<file path="config.mk">
export PLATFORM = sky130hd
export DESIGN_NAME = hex_word_tx
export DESIGN_NICKNAME = d
export VERILOG_FILES = /design/src/rtl/hex_word_tx.sv
export SDC_FILE = /design/constraint.sdc
export NUM_CORES = 1
export LEC_CHECK = 0
export CAP_MARGIN = 10
export CORE_MARGIN = 2
export CORE_UTILIZATION = 55
export DETAILED_ROUTE_END_ITERATION = 12
export GPL_TIMING_DRIVEN = 0
export HOLD_SLACK_MARGIN = 0.03
export PLACE_DENSITY = 0.88
export SLEW_MARGIN = 10
export SYNTH_ARGS = -nofsm -noshare
export SYNTH_HDL_FRONTEND = slang
export SYNTH_SLANG_ARGS = --single-unit
export TNS_END_PERCENT = 1
</file>
<file path="constraint.sdc">
create_clock -name clk_48mhz -period 3.3 [get_ports clk_48mhz]
set_input_delay 0.66 -clock clk_48mhz [delete_from_list [all_inputs] [get_ports clk_48mhz]]
set_output_delay 0.66 -clock clk_48mhz [all_outputs]
set_load 0.01 [all_outputs]
</file>
<file path="src/rtl/hex_word_tx.sv">
`default_nettype none
// +--------------------------------------------------------------------------+
// | hex_word_tx: streams a binary word as fixed-width ASCII hex (+ CR LF).   |
// | Revision: 1.0                                                            |
// +--------------------------------------------------------------------------+
module hex_word_tx #(
  parameter int NUM_BITS  = 32,
  parameter bit LOWERCASE = 1'b0,
  parameter bit SEND_CRLF = 1'b1
) (
  input  logic                clk_48mhz,
  input  logic                reset_n,
  input  logic [NUM_BITS-1:0] word_in,
  input  logic                word_valid,
  output logic                word_ready,
  output logic [7:0]          uart_in_data,
  output logic                uart_in_valid,
  input  logic                uart_in_ready,
  output logic                busy
);

  localparam int c_NDIG = (NUM_BITS + 3) / 4;
  localparam int c_W    = 4 * c_NDIG;
  localparam int c_DW   = $clog2(c_NDIG + 1);

  typedef enum logic [1:0] {
    S_IDLE  = 2'd0,
    S_DIGIT = 2'd1,
    S_CR    = 2'd2,
    S_LF    = 2'd3
  } state_t;

  state_t           r_state;
  logic [c_W-1:0]   r_shift;
  logic [c_DW-1:0]  r_d;
  logic [c_W-1:0]   w_ext;
  logic             w_accept;
  logic             w_xfer;

  generate
    if (c_W > NUM_BITS) begin : g_pad
      assign w_ext = {{(c_W - NUM_BITS){1'b0}}, word_in};
    end else begin : g_nopad
      assign w_ext = word_in;
    end
  endgenerate

  assign w_accept = word_valid & word_ready;
  assign w_xfer   = uart_in_valid & uart_in_ready;

  function automatic logic [7:0] to_ascii(input logic [3:0] nib);
    if (nib < 4'd10) return 8'h30 + {4'h0, nib};
    return (LOWERCASE ? 8'h57 : 8'h37) + {4'h0, nib};
  endfunction

  // r_shift holds the digits still to be sent, top nibble next.
  always_ff @(posedge clk_48mhz or negedge reset_n) begin
    if (!reset_n) begin
      r_state       <= S_IDLE;
      r_shift       <= '0;
      r_d           <= '0;
      uart_in_data  <= 8'h00;
      uart_in_valid <= 1'b0;
      word_ready    <= 1'b0;
      busy          <= 1'b0;
    end else begin
      case (r_state)
        S_IDLE: begin
          if (w_accept) begin
            r_shift       <= w_ext << 4;
            r_d           <= c_DW'(c_NDIG - 1);
            uart_in_data  <= to_ascii(w_ext[c_W-1 -: 4]);
            uart_in_valid <= 1'b1;
            word_ready    <= 1'b0;
            busy          <= 1'b1;
            r_state       <= S_DIGIT;
          end else begin
            word_ready <= 1'b1;
          end
        end
        S_DIGIT: begin
          if (w_xfer) begin
            if (r_d != '0) begin
              uart_in_data <= to_ascii(r_shift[c_W-1 -: 4]);
              r_shift      <= r_shift << 4;
              r_d          <= r_d - c_DW'(1);
            end else if (SEND_CRLF) begin
              uart_in_data <= 8'h0D;
              r_state      <= S_CR;
            end else begin
              uart_in_valid <= 1'b0;
              busy          <= 1'b0;
              word_ready    <= 1'b1;
              r_state       <= S_IDLE;
            end
          end
        end
        S_CR: begin
          if (w_xfer) begin
            uart_in_data <= 8'h0A;
            r_state      <= S_LF;
          end
        end
        S_LF: begin
          if (w_xfer) begin
            uart_in_valid <= 1'b0;
            busy          <= 1'b0;
            word_ready    <= 1'b1;
            r_state       <= S_IDLE;
          end
        end
        default: r_state <= S_IDLE;
      endcase
    end
  end

endmodule
`default_nettype wire
</file>
==> metrics.md, run 1 <==
| Metric | Value |
|---|---|
| Status | complete, no violations |
| Fin. max-slew vios | 0 |
| Clock Power Share | 38.2% |
| Final Util | 73.5% |
| Mux cell area share after synthesis | 11.5% |
| Worst path max stage delay | 580 ps |
| Cts hold-fix bufs | 0 |
| Critical Path RT | between 3000 and 4000 ps |
| Post-Synth Simple-Gate Area | 10.2% |
| Yosys warns | 0 |
| Sw frac | a little over a fifth |
| Area delta synth->final | 26.9% |
| Latest clock arrival within the worst-skew pair | 300 ps |
| Final net count | 326 |
| Crit path time final | 2100 ps |
| Die ar. | 0.00482 mm^2 |
| Setup TNS | 0 ps |
| Pint | 0.000767 W |
| Setup Fix Bufs, Post-CTS | 0 |
| Critical Path Source Type | input pin |
| FP Rows | 23 |
| Worst r2r path cells | 7 |
| Critical path type | in -> reg |
| Clk pin slew, worst setup/hold paths | 80 ps |
| IO buf count | 45 |
| Worst path bufs/invs | 2 |
| Synth Area in Adders | ~4.3% |
| Crit Reg-Reg Startpoint | r_state[0] |
| Max-Cap Viols | 0 |
| Mapped Nets | 273 |
| CP max FO | 10 |
| Chip width | 69.4 um |
| Initial core utilization | 58.0% |
| Filler cells | 272 |
| Peak VDD IR | 0.000230 V |
| Worst Tran Pin Value | 489 ps |
| Initial antenna violation count | 0 |
| Cell Pwr Density | ~330 mW/mm^2 |
| Vias/cell | 5.84 |
| Fin Hold WS | ~260 ps |
| Clk_skew | 1.78 ps |
| Mapped Area | between 0.002 and 0.0025 mm^2 |
| 1st-pass router iterations | 4 |
| Comb pwr share | a little under 8% |
| Io pins | 47 |
| Ys flop type | dfrtp_1 |
| Core area | 0.00406 mm^2 |
| TritonCTS clock tree | yes |
| Final period util | 63.7% |
| Lkg Pwr | 1.42 nW |
| Delay-heaviest family, CP | buffers and inverters |
| Area of the multi-input gates | ~0.0011 mm^2 |
| Final setup viols | 0 |
| Flop pwr share | 54.1% |
| DRC errors left | 0 |
| Placed cells | between 300 and 400 |
| #FFs+latches synth | 43 |
| Post-detailed-placement half-perimeter wirelength | 3770 um |
| FF-to-FF End | uart_in_data[3] |
| Routed wire per std cell | 15.5 um |
| Post-route insts no fill | 333 |
| Post-synthesis xor/xnor area fraction | 0.372% |
| Hold Fails Final Rpt | 0 |
| Total Power | 0.000980 W |
| First-pass GRT wire length | 9090 um |
| Grt ovf | 0 |
| # diodes | 0 |
| Min-Delay Path Class | in -> async |
| DRT iter0 DRCs | 148 |
| RSZ-0062 raised after global routing | no |
| H-tree levels | 2 |
| CTS Sinks | 43 |
| F_max | 0.475 GHz |
| Die H | 69.4 um |
| Synth Area in Compound Gates | 21.0% |
| WP depth | 6 |
| EDFF count, synth | 0 |
| Sequential-to-total area share from yosys stat | 45.7% |
| GRT Util Overall | between 20% and 30% |
| Share of cells above drive strength 1 | 10.6% |
| Average cell area after synthesis | between 10 and 15 um^2 |
| GP Congestion | 0.865 |
| Vias in the first global route | approximately 2k |
| Critical path cell sequence | clkdlybuf4s50_1 -> a21boi_0 -> a2111oi_4 -> buf_4 -> o211ai_1 -> o21a_1 |
| CP endpoint kind | flop |
| Largest net degree at the start of global routing | 30 |
| FFs w/ async S/R, synth | 100% |
| Routed Antenna Nets | 0 |
| Detailed-route via count | 1,945 |
| Post-Route WL | between 5000 and 6000 um |
| Worst R2R Setup Slack | 1300 ps |
| Start point of the critical path | word_valid |
| Sequential standard cell area | approximately 0.0011 mm^2 |
| TritonCTS buffer count | 5 |
| Clock Path Buffers | 2 |
| Unique cell type count in the Yosys netlist | 39 |
| Net switching power | 0.000213 W |
| WP data arrival | 2300 ps |
| Root buffer cell | clkbuf_8 |
| Worst slew margin | 67.1% |
| Post_cts resized | 0 |
| Gate Count Post-Synth | 229 |
| Largest family of logic cells by synthesized area | compound AO/OA/AOI/OAI gates |
| Slowest CP cell | clkdlybuf4s50_1 |
[cell usage in the layout (no fill, tap or decap), drive strengths merged, types with 2 or more instances in the layout]
cell type,instances
mux2i,26
a31oi,5
buf,16
clkbuf,8
nor2,5
o21a,5
nor3,3
nand2,32
and4b,2
dfrtp,43
inv,10
o221ai,3
a21oi,10
o21ai,32
clkdlybuf4s50,44
nand3,2
o211ai,2
ha,8
a21boi,3
a22o,4
a211oi,3
[cell families after synthesis]
kind of cell,count (synthesis)
xor gates and xnor gates,1
buffers and inverters,25
muxes,27
adders and majority gates,8
AOI/OAI and AO/OA,73
DFF,43
and+or+nand+nor,51
other,1
[cell usage after synthesis, types with 2 or more instances]
cell type,instances,area (um^2)
o221ai_1,3,26.3
o211ai_1,2,15.0
nor2_1,5,18.8
buf_2,4,20.0
nand3_1,2,10.0
nand2_1,32,120
nor3_1,3,15.0
a21oi_1,10,50.1
a211oi_1,3,22.5
a21boi_0,3,22.5
inv_1,10,37.5
o21a_1,5,37.5
buf_6,6,67.6
buf_4,4,30.0
a22o_1,4,35.0
and4b_1,2,20.0
ha_1,8,100
dfrtp_1,43,1080
a31oi_1,5,31.3
mux2i_1,26,260
o21ai_0,31,155
[power groups by stage]
stage,Clock [W],Sequential [W],Combinational [W]
floorplan,0,0.000542,0.0000108
global placement,0,0.000541,0.0000725
detailed placement,0,0.000541,0.0000760
CTS,0.000381,0.000530,0.0000765
global route,0.000402,0.000530,0.0000824
finish,0.000374,0.000530,0.0000757
[layout make-up]
class,instances,area share (%)
buffer,15,4.07
clock buffer,7,3.23
clock inverter,1,0.252
inverter,10,1.26
multi-input combinational,161,37.4
sequential,43,36.1
tap,50,2.10
timing repair buffer,46,15.6
[routing by layer]
metal	GRT usage (%)	vias up	wire length, um
li1	-	925	-
met1	30.1	966	2200
met2	39.9	48	2680
met3	4.51	6	213
met4	6.54	0	55
met5	0	-	0
[worst max-delay path by stage]
stage | end | slack, ps
after CTS | uart_in_data[3] | 1220
after global routing | uart_in_data[3] | 1070
after detailed placement | uart_in_data[3] | 900
after global placement | uart_in_data[4] | 460
final | uart_in_data[3] | 1200
after floorplan | uart_in_data[3] | 1550
[per-stage QoR]
stage | setup slack (ps) | instance area (um^2)
after global placement | 455 | 2870
after floorplan | 1550 | 2350
after detailed placement | 898 | 2880
final | 1200 | 2980
after CTS | 1220 | 2980
after global routing | 1070 | 2980
[sequential cells by signal, summed over array words and instances (netlist names)]
signal        cells
word_ready        1
uart_in_data      7
r_d               4
r_shift          28
r_state           2
busy              1
(Power assumes the default switching activity.)
==> inputs of run 2 (changes only) <==
--- a/config.mk
+++ b/config.mk
@@ -7,11 +7,11 @@
 export LEC_CHECK = 0
 export CAP_MARGIN = 10
 export CORE_MARGIN = 2
-export CORE_UTILIZATION = 55
+export CORE_UTILIZATION = 51
 export DETAILED_ROUTE_END_ITERATION = 12
 export GPL_TIMING_DRIVEN = 0
 export HOLD_SLACK_MARGIN = 0.03
-export PLACE_DENSITY = 0.88
+export PLACE_DENSITY = 0.83
 export SLEW_MARGIN = 10
 export SYNTH_ARGS = -nofsm -noshare
 export SYNTH_HDL_FRONTEND = slang
==> constraint.sdc (replaced) <==
create_clock -name clk_48mhz -period 2.2 [get_ports clk_48mhz]
set_input_delay 0.44 -clock clk_48mhz [delete_from_list [all_inputs] [get_ports clk_48mhz]]
set_output_delay 0.44 -clock clk_48mhz [all_outputs]
set_load 0.01 [all_outputs]
==> metrics.md, run 2 (synthesis gave the netlist of run 1 again) <==
| Metric | Value |
|---|---|
| Worst r2r path cells | 9 (was 7) |
| M1 wire length | 2130 um (was 2200 um) |
| Peak VDD IR | 0.000383 V (was 0.000230 V) |
| Final period util | 91.1% |
| Area of the multi-input gates | 0.00112 mm^2 (unchanged) |
| Crit path time final | approximately 2000 ps |
| Number of flip-flops in the largest register | 28 (unchanged) |
| Top Metal Used | met4 (unchanged) |
| Worst path bufs/invs | 4 (was 2) |
| 1st-pass router iterations | 4 (unchanged) |
| Wire length on met2 | 2450 um (was 2680 um) |
| WP data arrival | 2220 ps (was 2300 ps) |
| Filler cells | 382 (was 272) |
| GRT Util Overall | 20.7% (was 23.3%) |
| Max-Cap Viols | 0 (unchanged) |
| IO buf count | 45 (unchanged) |
| Initial antenna violation count | 0 (unchanged) |
| CP max FO | 10 (unchanged) |
| Vias/cell | 5.46 (was 5.84) |
| Worst Tran Pin Value | 505 ps (was 489 ps) |
| Clk_skew | 5.83 ps (was 1.78 ps) |
| Fin. max-slew vios | 0 (unchanged) |
| Detailed-route via count | 1,835 (was 1,945) |
| Critical Path Source Type | flop (was input pin) |
| Final setup viols | 0 (unchanged) |
| Fin Hold WS | 484 ps (was 264 ps) |
| DRT iter0 DRCs | 79 (was 148) |
| Worst R2R Setup Slack | 200 ps (was 1300 ps) |
| Crit Reg-Reg Startpoint | r_state[1] (was r_state[0]) |
| Regs by FF count | r_shift: 28 flops, uart_in_data: 7 flops, r_d: 4 flops (unchanged) |
| Routed wire per std cell | 14.5 um (was 15.5 um) |
| Root buffer cell | clkbuf_8 (unchanged) |
| GP Congestion | 0.798 (was 0.865) |
| Grt ovf | 0 (unchanged) |
| Hold Fails Final Rpt | 0 (unchanged) |
| Core area | 0.00438 mm^2 (was 0.00406 mm^2) |
| RSZ-0062 raised after global routing | no (unchanged) |
| Vias in the first global route | 1,841 (was 2,008) |
| Routed Antenna Nets | 0 (unchanged) |
| WP depth | 9 (was 6) |
| Delay-heaviest family, CP | buffers and inverters (unchanged) |
| F_max | 0.499 GHz |
| Min-Delay Path Class | reg -> reg (was in -> async) |
| Final Util | 67.9% (was 73.5%) |
| Largest net degree at the start of global routing | 35 (was 30) |
| Commonest non-fill, non-tap cell in the layout | clkdlybuf4s50_1 (unchanged) |
| Cell Pwr Density | 473 mW/mm^2 (was 328 mW/mm^2) |
| TritonCTS clock tree | yes (unchanged) |
| DRC errors left | 0 (unchanged) |
| Initial core utilization | 53.7% (was 58.0%) |
| Chip width | 71.9 um (was 69.4 um) |
| Setup TNS | 0 ps (unchanged) |
| Latest clock arrival within the worst-skew pair | 300 ps (about the same) |
| Worst path max stage delay | 430 ps (was 580 ps) |
| CP endpoint kind | flop (unchanged) |
| First-pass GRT wire length | 8210 um (was 9090 um) |
| TritonCTS buffer count | 5 (unchanged) |
| CTS Sinks | 43 (unchanged) |
| Critical path cell sequence | inv_1 -> ha_1 -> buf_4 -> and4b_1 -> buf_6 -> a41oi_4 -> buf_6 -> nand2_1 -> o21ai_0 (was clkdlybuf4s50_1 -> a21boi_0 -> a2111oi_4 -> buf_4 -> o211ai_1 -> o21a_1) |
| Sequential standard cell area | 0.00108 mm^2 (unchanged) |
| Critical Path RT | 2410 ps (was 3490 ps) |
| Slowest CP cell | dfrtp_1 (was clkdlybuf4s50_1) |
| Most used cell along the critical path | buf_6 |
| Setup Fix Bufs, Post-CTS | 0 (unchanged) |
| H-tree levels | 2 (unchanged) |
| WL met3 | 226 um (was 213 um) |
| Post-detailed-placement half-perimeter wirelength | 3650 um (was 3770 um) |
| FF-to-FF End | r_shift[31] (was uart_in_data[3]) |
| Io pins | 47 (unchanged) |
| Top reg by flops | r_shift (unchanged) |
| Most frequent cells in the layout | 44 x clkdlybuf4s50_1, 43 x dfrtp_1, 32 x nand2_1 (unchanged) |
| Clock Path Buffers | 2 (unchanged) |
| Lkg Pwr | 1.42 nW (about the same) |
| Die ar. | 0.00517 mm^2 (was 0.00482 mm^2) |
| FP Rows | 24 (was 23) |
| # diodes | 0 (unchanged) |
| Worst slew margin | 66.3% (was 67.1%) |
| Post-Route WL | 4870 um (was 5150 um) |
| Area delta synth->final | 26.5% (was 26.9%) |
| Start point of the critical path | r_state[1] (was word_valid) |
| Die H | 71.9 um (was 69.4 um) |
| Worst Setup EP | r_shift[31] (was uart_in_data[3]) |
| Critical path type | reg -> reg (was in -> reg) |
| Status | complete, no violations (unchanged) |
| Clk pin slew, worst setup/hold paths | 80 ps (about the same) |
| Share of cells above drive strength 1 | 10.6% (about the same) |
| Final net count | 327 (was 326) |
run 2: per-stage QoR:
stage          worst slack [ps]  power [W]  area, um^2  std cells
2_1_floorplan               449   0.000829        2350        229
3_3_place_gp               -437   0.000920        2870        326
3_5_place_dp               68.5   0.000924        2880        327
4_1_cts                     165    0.00142        2980        336
5_1_grt                    69.5    0.00147        2980        336
6_report                    197    0.00141        2980        336
run 2: cell type report:
type                            count  area share [%]
Buffer                             15            4.08
Clock buffer                        5            2.31
Clock inverter                      3           0.504
Inverter                           10            1.26
Multi-Input combinational cell    161            37.5
Sequential cell                    43            36.1
Tap cell                           52            2.19
Timing Repair Buffer               47            16.0
run 2: per-layer routing:
layer / up-vias / GRT usage (%)
li1: 925 / -
met1: 854 / 25.2
met2: 50 / 36.5
met3: 6 / 4.72
met4: 0 / 6.92
met5: - / 0
run 2: worst min path at each step:
| stage | slack [ps] | cells past startpoint | from | endpoint |
|---|---|---|---|---|
| global placement | 460 | 2 | r_shift[26] | r_shift[26] |
| global route | 510 | 2 | r_shift[26] | r_shift[26] |
| finish | 480 | 2 | r_shift[26] | r_shift[26] |
| CTS | 490 | 2 | r_shift[26] | r_shift[26] |
| detailed placement | 330 | 1 | reset_n | busy |
| floorplan | 140 | 0 | reset_n | busy |
run 2: power by group:
| part | switching [W] | internal (W) | leakage (nW) |
|---|---|---|---|
| combinational | 0.0000403 | 0.0000733 | 0.808 |
| clock | 0.000282 | 0.000218 | 0.0477 |
| sequential | 0.00000160 | 0.000793 | 0.561 |
| total | 0.000324 | 0.00108 | 1.42 |
run 2: timing repair:
action,CTS,global route
hold buffers,1,0
gates resized for setup,0,0
hold endpoints to repair,9,0
run 2: worst register-to-register path, cell delays in order (launching register included):
cell and delay [ps]:
dfrtp_1 430, inv_1 100, ha_1 150, buf_4 150
and4b_1 210, buf_6 140, a41oi_4 370, buf_6 200
nand2_1 70, o21ai_0 90
